$ cat config.mk
export PLATFORM = sky130hd
export DESIGN_NAME = vga_ctrl
export DESIGN_NICKNAME = d
export VERILOG_FILES = /design/src/rtl/vga_ctrl.sv
export SDC_FILE = /design/constraint.sdc
export NUM_CORES = 1
export LEC_CHECK = 0
export CAP_MARGIN = 40
export CORE_ASPECT_RATIO = 0.6
export CORE_MARGIN = 4
export CORE_UTILIZATION = 35
export DETAILED_ROUTE_END_ITERATION = 10
export PLACE_DENSITY = 0.64
export REMOVE_ABC_BUFFERS = 1
export SETUP_SLACK_MARGIN = 0.02
export SYNTH_ARGS = -nofsm -noshare
export SYNTH_HDL_FRONTEND = slang
export SYNTH_SLANG_ARGS = --single-unit
export TNS_END_PERCENT = 100
$ cat constraint.sdc
create_clock -name vga_clk -period 4.6 [get_ports vga_clk]
set_input_delay 0.92 -clock vga_clk [delete_from_list [all_inputs] [get_ports vga_clk]]
set_output_delay 0.92 -clock vga_clk [all_outputs]
set_load 0.1 [all_outputs]
$ cat src/rtl/vga_ctrl.sv
// rtl/vga_ctrl.sv - 640x480@60 VGA timing generator with one-cycle-ahead pixel request
module vga_ctrl #(
  parameter int   H_SYNC   = 96,
  parameter int   H_BACK   = 48,
  parameter int   H_VALID  = 640,
  parameter int   H_FRONT  = 16,
  parameter int   V_SYNC   = 2,
  parameter int   V_BACK   = 33,
  parameter int   V_VALID  = 480,
  parameter int   V_FRONT  = 10,
  parameter logic SYNC_POL = 1'b1
) (
  input  logic        vga_clk,
  input  logic        sys_rst,
  input  logic        locked,
  input  logic [15:0] pix_data,
  output logic        pix_data_req,
  output logic [9:0]  pix_x,
  output logic [9:0]  pix_y,
  output logic        hsync,
  output logic        vsync,
  output logic        rgb_valid,
  output logic [15:0] rgb,
  output logic        frame_start
);

  localparam int H_TOTAL = H_SYNC + H_BACK + H_VALID + H_FRONT;
  localparam int V_TOTAL = V_SYNC + V_BACK + V_VALID + V_FRONT;
  localparam int H_ACT   = H_SYNC + H_BACK;
  localparam int V_ACT   = V_SYNC + V_BACK;

  localparam logic [9:0] H_LAST    = 10'(H_TOTAL - 1);
  localparam logic [9:0] V_LAST    = 10'(V_TOTAL - 1);
  localparam logic [9:0] H_SYNC_E  = 10'(H_SYNC);
  localparam logic [9:0] V_SYNC_E  = 10'(V_SYNC);
  localparam logic [9:0] H_ACT_LO  = 10'(H_ACT);
  localparam logic [9:0] H_ACT_HI  = 10'(H_ACT + H_VALID);
  localparam logic [9:0] H_REQ_LO  = 10'(H_ACT - 1);
  localparam logic [9:0] H_REQ_HI  = 10'(H_ACT + H_VALID - 1);
  localparam logic [9:0] V_ACT_LO  = 10'(V_ACT);
  localparam logic [9:0] V_ACT_HI  = 10'(V_ACT + V_VALID);
  localparam logic [9:0] NO_COORD  = 10'h3FF;

  logic [9:0] cnt_h_q, cnt_h_d;
  logic [9:0] cnt_v_q, cnt_v_d;
  logic       h_last;
  logic       v_win;

  assign h_last = (cnt_h_q == H_LAST);

  // Next-state counters: horizontal always advances, vertical steps at end of line
  always_comb begin
    cnt_h_d = h_last ? 10'd0 : cnt_h_q + 10'd1;
    cnt_v_d = cnt_v_q;
    if (h_last) begin
      cnt_v_d = (cnt_v_q == V_LAST) ? 10'd0 : cnt_v_q + 10'd1;
    end
  end

  // Counter registers; loss of PLL lock restarts the frame just like reset
  always_ff @(posedge vga_clk) begin
    if (sys_rst || !locked) begin
      cnt_h_q <= 10'd0;
      cnt_v_q <= 10'd0;
    end else begin
      cnt_h_q <= cnt_h_d;
      cnt_v_q <= cnt_v_d;
    end
  end

  // Output decodes: request leads the active window by one clock so the
  // source's registered answer lines up with rgb_valid
  always_comb begin
    v_win        = (cnt_v_q >= V_ACT_LO) && (cnt_v_q < V_ACT_HI);
    hsync        = (cnt_h_q < H_SYNC_E) ? SYNC_POL : ~SYNC_POL;
    vsync        = (cnt_v_q < V_SYNC_E) ? SYNC_POL : ~SYNC_POL;
    rgb_valid    = v_win && (cnt_h_q >= H_ACT_LO) && (cnt_h_q < H_ACT_HI);
    pix_data_req = v_win && (cnt_h_q >= H_REQ_LO) && (cnt_h_q < H_REQ_HI);
    pix_x        = pix_data_req ? (cnt_h_q - H_REQ_LO) : NO_COORD;
    pix_y        = pix_data_req ? (cnt_v_q - V_ACT_LO) : NO_COORD;
    rgb          = rgb_valid ? pix_data : 16'h0000;
    frame_start  = (cnt_h_q == 10'd0) && (cnt_v_q == 10'd0);
  end

endmodule

==> Yosys cells after proc, flatten, opt, wreduce, memory -nomap -nowiden <==
Index checks and enable logic that the tools add are counted.
{ "totals": {"regBits": 20, "out_inout_bits": 41, "word_cells": 33} }
{ "op_classes": {"n_addsub": 4, "n_lt_le_gt_ge": 8, "n_eq_ne": 2, "n_mux": 6, "reduce_logical": 11} }
{ "ops": {"columns": ["cell", "n"], "rows": [
  ["less-than comparator 10 bit, second input constant", 3],
  ["2-to-1 mux 10 bit", 3],
  ["adder 10 x 1 -> 10 bit, second input constant", 2],
  ["== test 10 bit, second input constant", 2],
  ["greater-or-equal comparator 10 x 8 -> 1 bit, second input constant", 2],
  ["zero test 10 bit", 2],
  ["2-to-1 mux 16 bit", 1],
  ["greater-or-equal comparator 10 x 6 -> 1 bit, second input constant", 1],
  ["less-than comparator 10 x 2 -> 1 bit, second input constant", 1],
  ["less-than comparator 10 x 7 -> 1 bit, second input constant", 1],
  ["subtractor 10 x 6 -> 10 bit, second input constant", 1],
  ["subtractor 10 x 8 -> 10 bit, second input constant", 1],
  ["logical AND 1 bit", 6],
  ["2-to-1 mux 1 bit", 2],
  ["OR reduction 2 bit", 1],
  ["zero test 1 bit", 1],
  ["logical OR 1 bit", 1]
]} }

==> Logic depth before layout (Yosys ltp) <==
Gate-level depths: netlist of run 1.
{ "logic_depth": {"word_depth": 5, "mapped_depth": 7} }

==> Least setup slack after synthesis of run 1 <==
OpenSTA, ideal clock, no wires.
{ "synth_timing": {"kind": "register to output", "start": "register cnt_v_q[6]", "end": "output vsync", "arrival_time_ns": 3.621, "setup_slack_ns": 0.059, "path_stages_with_launch": 5, "path_cell_list": "dfxtp_1 -> buf_2 -> nor3_2 -> nand2_1 -> nor4_1"} }
{ "synth_via": {"elab_chain_cells": 2} }
{ "synth_rtl": {"columns": ["item", "line", "rtl"], "rows": [
  ["start: declaration", "45", "logic [9:0] cnt_v_q, cnt_v_d;"],
  ["start signal: assignment", "67", "cnt_v_q <= cnt_v_d;"],
  ["less-than comparator 10 x 2 -> 1 bit", "76", "vsync = (cnt_v_q < V_SYNC_E) ? SYNC_POL : ~SYNC_POL;"],
  ["2-to-1 mux 1 bit", "76", null],
  ["end: declaration", "21", "output logic vsync,"]
]} }
Every way passes these cells.

==> Worst setup path in the final report of run 1 <==
{ "layout_timing": {"start": "register cnt_v_q[1]", "end": "output pix_data_req"} }
{ "layout_via": {"elab_chain_cells": 4, "word_cells_on_any_way": 5} }
{ "layout_rtl": {"columns": ["item", "line", "rtl"], "rows": [
  ["greater-or-equal comparator 10 x 6 -> 1 bit / less-than comparator 10 bit (equally long branches)", "74", "v_win = (cnt_v_q >= V_ACT_LO) && (cnt_v_q < V_ACT_HI);"],
  ["logical AND 1 bit (*)", "74", null],
  ["logical AND 1 bit (*) (2 in series)", "78", "pix_data_req = v_win && (cnt_h_q >= H_REQ_LO) && (cnt_h_q < H_REQ_HI);"],
  ["end: declaration", "17", "output logic pix_data_req,"]
]} }
Mark *: on every way between the ends. The rest lies on a longest branch, timed or not.

==> reports/results.txt, run 1 <==
# DRC: 0
Antenna fix cells: 0
Netlist area before placement: 0.00163 mm²
Min-Delay Path Class: reg2reg
Via count of the first global-routing pass: 1473
Area taken by flip-flops and latches: 400 µm²
TritonCTS clock tree: built
Area added between synthesis and finish: 35.4%
Final Core Density: 51.2%
Height of the die: 60.8 µm
Placer Congestion: 0.866
Highest ir drop seen on vdd: 0.000166 V
Post-synth EDFFs: 0
Sequential cell area fraction in the yosys report: 24.6%
Number of resized instances in the post-cts repair step: 0
Setup Buffers After CTS: 0
IO Count: 60
Setup-failing EPs final: 0
Ratio of cells with drive above 1 in the final layout: 21.1%
Antenna violations before repair: 0
CP Launch Type: register
Port buffer count: 59
Most frequent cells after synthesis: 25 x nand3_1, 22 x nor2_1, 20 x dfxtp_1, 18 x and2_1, 18 x xnor2_1
Die Area: 0.00584 mm²
Clock Latency Late Sink: 0.27 ns
DR pass1 iterations: 5
Initial core utilization: 37.8%
Wire length of the first global-routing pass: 7470 µm
Count of distinct cell types in the synthesized netlist: 47
PnR Total Power: 0.000343 W
Critical path's largest stage delay: 0.62 ns
Flop2flop setup slack: 2.21 ns
Worst setup skew after layout: 0.00481 ns
Power share of the clock group: 40.2%
Max Fclk: 263 MHz
Count of H-tree levels built during CTS: 1
Clock Root Buffer: clkbuf_8
Wire length per cell: 14.8 µm
Total number of vias: 1689
Fill cell total of the finished layout: 429
Power Internal: 0.000267 W
Data required time of the worst path: 3.68 ns
Pwr Density: 156 mW/mm²
Most repeated cell in the gate-level netlist after synthesis: nand3_1
Core footprint: 0.00430 mm²
Start point of the critical path: cnt_v_q[1]
Max-cap viol count: 0
Die outline width: 96.0 µm
Number of CTS-inserted buffers: 3
Capturing instance or port of the critical path: pix_data_req
Hold-fix buffers at CTS: 0
Instance count of the mapped netlist: 215
Worst Path Max Fanout: 12
Worst reg2reg path depth: 5
Leakage power: 0.862 nW
Post-layout min period: 3.80 ns
Overall global routing resource usage: 16.4%
Top cells by area, synth: dfxtp_1 25%, xnor2_1 9.7%, nand3_1 7.7%, and2_1 6.9%, nor2_1 5.1%
Final Hold Viols: 0
Fraction of registers with async set or reset after synthesis: 0%
Antenna Violating Nets Remaining: 0
Setup repair after global routing missed its margin: false
Placed wire-length estimate after detailed placement: 3700 µm
Worst Path Arrival: 2.88 ns
Clock net sink count: 20
Endpoint of the lowest-slack register-to-register path: cnt_v_q[2]
Clock Pin Slew Worst Setup and Hold Paths: 0.07 ns
Net switching share of the total power: 22.1%
Endpoint class of the critical path: output port
Share of total power in sequential cells: 50.9%
Fraction of power consumed by combinational cells: 8.9%
Worst path cell trace: ha_1 -> o41ai_1 -> a21o_1 -> a21oi_1 -> buf_4 -> and2_1 -> buf_4
Total wire length: 4750 µm
Result of the run: finished clean
Flip-flop and latch count after synthesis: 20
Worst slew margin: 45.9%
Final-report max-slew violation count: 0
Footprint of the multi-input gates: 0.00111 mm²
Critical R2R Launch: cnt_h_q[0]
Net count reported at finish: 285
Prevailing post-synth register cell: dfxtp_1
Crit-path slowest cell: a21oi_1
Post-synth top area cell: dfxtp_1
Detailed router's first-iteration violation count: 154
Final-layout setup total negative slack: 0 ns
CTS max path bufs: 2
Critical path class: reg2out
Final worst-path cycle share: 82.7%
Switching power: 0.0000758 W
Area share of the largest cell type after synthesis: 24.6%
Number of warnings printed during yosys synthesis: 0
Number of rows in the core area: 18
Total grt overflow: 0
Critical Path Most Common Cell: buf_4
Syn avg cell area: 7.57 µm²
Pin count of the biggest net entering global routing: 22
Slew at the pin closest to its max-slew limit: 0.810 ns
Via density per instance: 5.26
-- how the worst min path moves through the flow --
stage,startpoint,endpoint,slack (ns),depth (start not counted)
2_1_floorplan,cnt_h_q[0],cnt_h_q[0],0.45,1
3_3_place_gp,cnt_h_q[0],cnt_h_q[0],0.48,1
3_5_place_dp,cnt_h_q[0],cnt_h_q[0],0.49,1
4_1_cts,cnt_h_q[0],cnt_h_q[0],0.51,1
5_1_grt,cnt_h_q[0],cnt_h_q[0],0.56,1
6_report,cnt_h_q[0],cnt_h_q[0],0.51,1
-- routing by layer --
metal,vias to the layer above,global-route usage (%),wire [µm]
met4,0,3.64,42
met5,-,0,0
met1,756,24.0,2310
li1,841,-,-
met3,4,4.58,635
met2,88,23.7,1760
-- power groups by stage --
stage	combinational [W]	clock [W]	sequential [W]
final	0.0000306	0.000138	0.000175
after global routing	0.0000322	0.000149	0.000175
after CTS	0.0000307	0.000142	0.000175
after detailed placement	0.0000307	0	0.000179
after global placement	0.0000305	0	0.000179
after floorplan	0.0000122	0	0.000179
-- state kept, by name (all words and copies together), names as in the netlist --
name	count
cnt_h_q	10
cnt_v_q	10
-- cells by family (layout without fill, tap and decap cells) --
kind of cell | count (synthesis) | in the layout | share of synthesized area (%)
compound gates | 24 | 24 | 11.0
fa+ha+maj | 4 | 4 | 3.07
xor+xnor | 25 | 25 | 13.5
buf+inv | 27 | 73 | 7.30
flops | 20 | 20 | 24.6
simple gates | 114 | 114 | 40.0
mux | 1 | 1 | 0.615
-- critical path, delay by kind of cell (launching register included) --
kind	cells	cell delay, ns
AO/OA/AOI/OAI	3	1.03
buffers and inverters	2	0.59
adder cells (fa/ha/maj)	1	0.37
flip-flops	1	0.48
AND/OR/NAND/NOR	1	0.15
-- metrics by stage --
stage | cell area (µm²) | setup WS, ns | hold WS (ns) | instances
6_report | 2200 | 0.797 | 0.507 | 321
5_1_grt | 2200 | 0.602 | 0.556 | 321
4_1_cts | 2200 | 0.800 | 0.512 | 321
3_5_place_dp | 2150 | 1.09 | 0.492 | 317
3_3_place_gp | 2120 | 1.20 | 0.478 | 315
2_1_floorplan | 1530 | 0.116 | 0.449 | 193
-- placed cells by master (no fill, tap or decap), types with 4 or more instances in the layout --
cell type,n
and2_1,18
a21oi_1,8
clkdlybuf4s50_1,20
nor2_1,22
buf_4,42
xnor2_1,18
clkbuf_8,4
nand2_1,8
nand3_1,25
nand4_1,6
dfxtp_1,20
xor2_1,7
inv_1,5
ha_1,4
and3_1,5
nor4_1,7
-- final cells by class --
cell class | instances | area share (%)
multi-input cells | 168 | 50.3
repair buffers | 64 | 24.8
flip-flops and latches | 20 | 18.2
well taps | 60 | 3.41
clock buffers | 4 | 2.50
inverters | 5 | 0.852
No activity file was read; power rests on OpenSTA's default activity.
==> run 2: changes to the inputs <==
clock period = 3.66 ns   (was 4.6 ns; I/O delays follow)
==> run 2 against run 1 <==
Worst hold slack worse by 0.0070 ns. Die area stayed put. Clock power is 4% higher. Power is 17% higher. Flip-flop and latch count stayed put. Critical path type unchanged. Highest routed layer unchanged.
==> reports/results.txt, run 2 (synthesized netlist as in run 1, its figures left out) <==
DR pass1 iterations: 4
Registers with the most flip-flops: cnt_h_q: 10 flops, cnt_v_q: 10 flops
Clock Root Buffer: clkbuf_8
Die outline width: 96.0 µm
Start point of the critical path: cnt_h_q[0]
Number of CTS-inserted buffers: 3
Clock Pin Slew Worst Setup and Hold Paths: 0.07 ns
Detailed router's first-iteration violation count: 85
Hold-fix buffers at CTS: 0
Via density per instance: 5.20
Antenna violations before repair: 0
Ratio of cells with drive above 1 in the final layout: 21.2%
Leading cell type in the layout, fill and taps excluded: buf_12
Wire length per cell: 14.5 µm
Clock net sink count: 20
Footprint of the multi-input gates: 0.00112 mm²
Net count reported at finish: 284
Total number of vias: 1658
Core footprint: 0.00430 mm²
Final Hold Viols: 0
Post-placement cell count: 316
Setup Buffers After CTS: 0
Critical R2R Launch: cnt_h_q[0]
Placed wire-length estimate after detailed placement: 3730 µm
Max-cap viol count: 0
Antenna Violating Nets Remaining: 0
CTS max path bufs: 2
Total wire length: 4630 µm
IO Count: 60
Worst Path Arrival: 2.54 ns
Count of H-tree levels built during CTS: 1
CP Launch Type: register
Slew at the pin closest to its max-slew limit: 0.723 ns
Clock Latency Late Sink: 0.26 ns
Die Area: 0.00584 mm²
Final worst-path cycle share: 89.4%
Result of the run: finished clean
Total grt overflow: 0
Setup repair after global routing missed its margin: false
Worst slew margin: 51.2%
Summed area of non-filler cells in the final layout: 0.00265 mm²
Highest ir drop seen on vdd: 0.000119 V
Height of the die: 60.8 µm
# DRC: 0
Post-layout min period: 3.27 ns
Area added between synthesis and finish: 62.5%
Pwr Density: 152 mW/mm²
Number of rows in the core area: 18
Endpoint class of the critical path: output port
Worst hold slack: 0.500 ns
Non-filler cells in the finished layout: 319
Leakage power: 1.02 nW
Max Fclk: 306 MHz
Fill cell total of the finished layout: 373
Wire length of the first global-routing pass: 7270 µm
Pin count of the biggest net entering global routing: 22
Number of resized instances in the post-cts repair step: 0
Worst setup skew after layout: 0.000931 ns
Worst Path Max Fanout: 15
Initial core utilization: 37.8%
Placement-stage cell area: 0.00260 mm²
Min-Delay Path Class: reg2reg
Area taken by flip-flops and latches: 400 µm²
TritonCTS clock tree: built
Antenna fix cells: 0
Setup-failing EPs final: 0
Final-layout setup total negative slack: 0 ns
Flop2flop setup slack: 1.32 ns
Via count of the first global-routing pass: 1483
Launch point of the worst hold path: cnt_h_q[0]
Most frequent cells in the layout: 38 x buf_12, 25 x nand3_1, 22 x nor2_1
Port buffer count: 59
Critical path class: reg2out
Overall global routing resource usage: 15.9%
Final-report max-slew violation count: 0
Data required time of the worst path: 2.93 ns
Placer Congestion: 0.876
## run 2: cell types whose count changed in the layout (fill, tap and decap cells not counted)
| cell | before | now |
|---|---|---|
| clkbuf_8 | 4 | 3 |
| a211oi_4 | 0 | 1 |
| a211oi_2 | 1 | 0 |
| buf_12 | 0 | 38 |
| clkdlybuf4s50_1 | 20 | 18 |
| buf_8 | 2 | 0 |
| buf_4 | 42 | 7 |
## run 2: area by class of cell
cell class / instances / share of cell area (%)
multi-input cells: 168 / 42.2
repair buffers: 63 / 37.6
flip-flops and latches: 20 / 15.1
well taps: 60 / 2.84
clock buffers: 3 / 1.56
inverters: 5 / 0.710
## run 2: metrics by stage
step | setup slack (ns) | util (%) | total power [W]
2_1_floorplan | -0.636 | - | 0.000240
4_1_cts | 0.210 | 61.3 | 0.000407
5_1_grt | 0.149 | 61.5 | 0.000423
6_report | 0.389 | 61.5 | 0.000401
3_5_place_dp | 0.499 | 60.4 | 0.000264
3_3_place_gp | 0.599 | 60.4 | 0.000264
## run 2: per-layer routing
layer / part of all wire (%) / routed length [µm] / vias up / track usage, %
li1: - / - / 839 / -
met3: 13 / 594 / 2 / 3.97
met4: 0.52 / 24 / 0 / 2.43
met1: 48 / 2250 / 732 / 23.3
met2: 38 / 1770 / 85 / 23.8
met5: 0 / 0 / - / 0
## run 2: final timing paths
| check | to | cells past startpoint |
|---|---|---|
| hold / removal | cnt_h_q[0] | 1 |
| hold reg to reg | cnt_h_q[0] | 1 |
| setup / recovery | pix_y[4] | 7 |
| setup reg to reg | cnt_v_q[2] | 5 |
## run 2: critical path, stage by stage, from the launching register on
cell and delay [ns]:
dfxtp_1 0.42, ha_1 0.27, a311o_1 0.24, o21ai_0 0.14
a21oi_1 0.51, buf_4 0.30, nand4b_1 0.17, buf_12 0.21
## run 2: where the power goes
part           switching [W]  total (W)  leakage (nW)  internal [W]
logic              0.0000169  0.0000388         0.840     0.0000219
clock network      0.0000693   0.000143        0.0216     0.0000733
registers         0.00000138   0.000220         0.161      0.000219
total              0.0000876   0.000401          1.02      0.000314
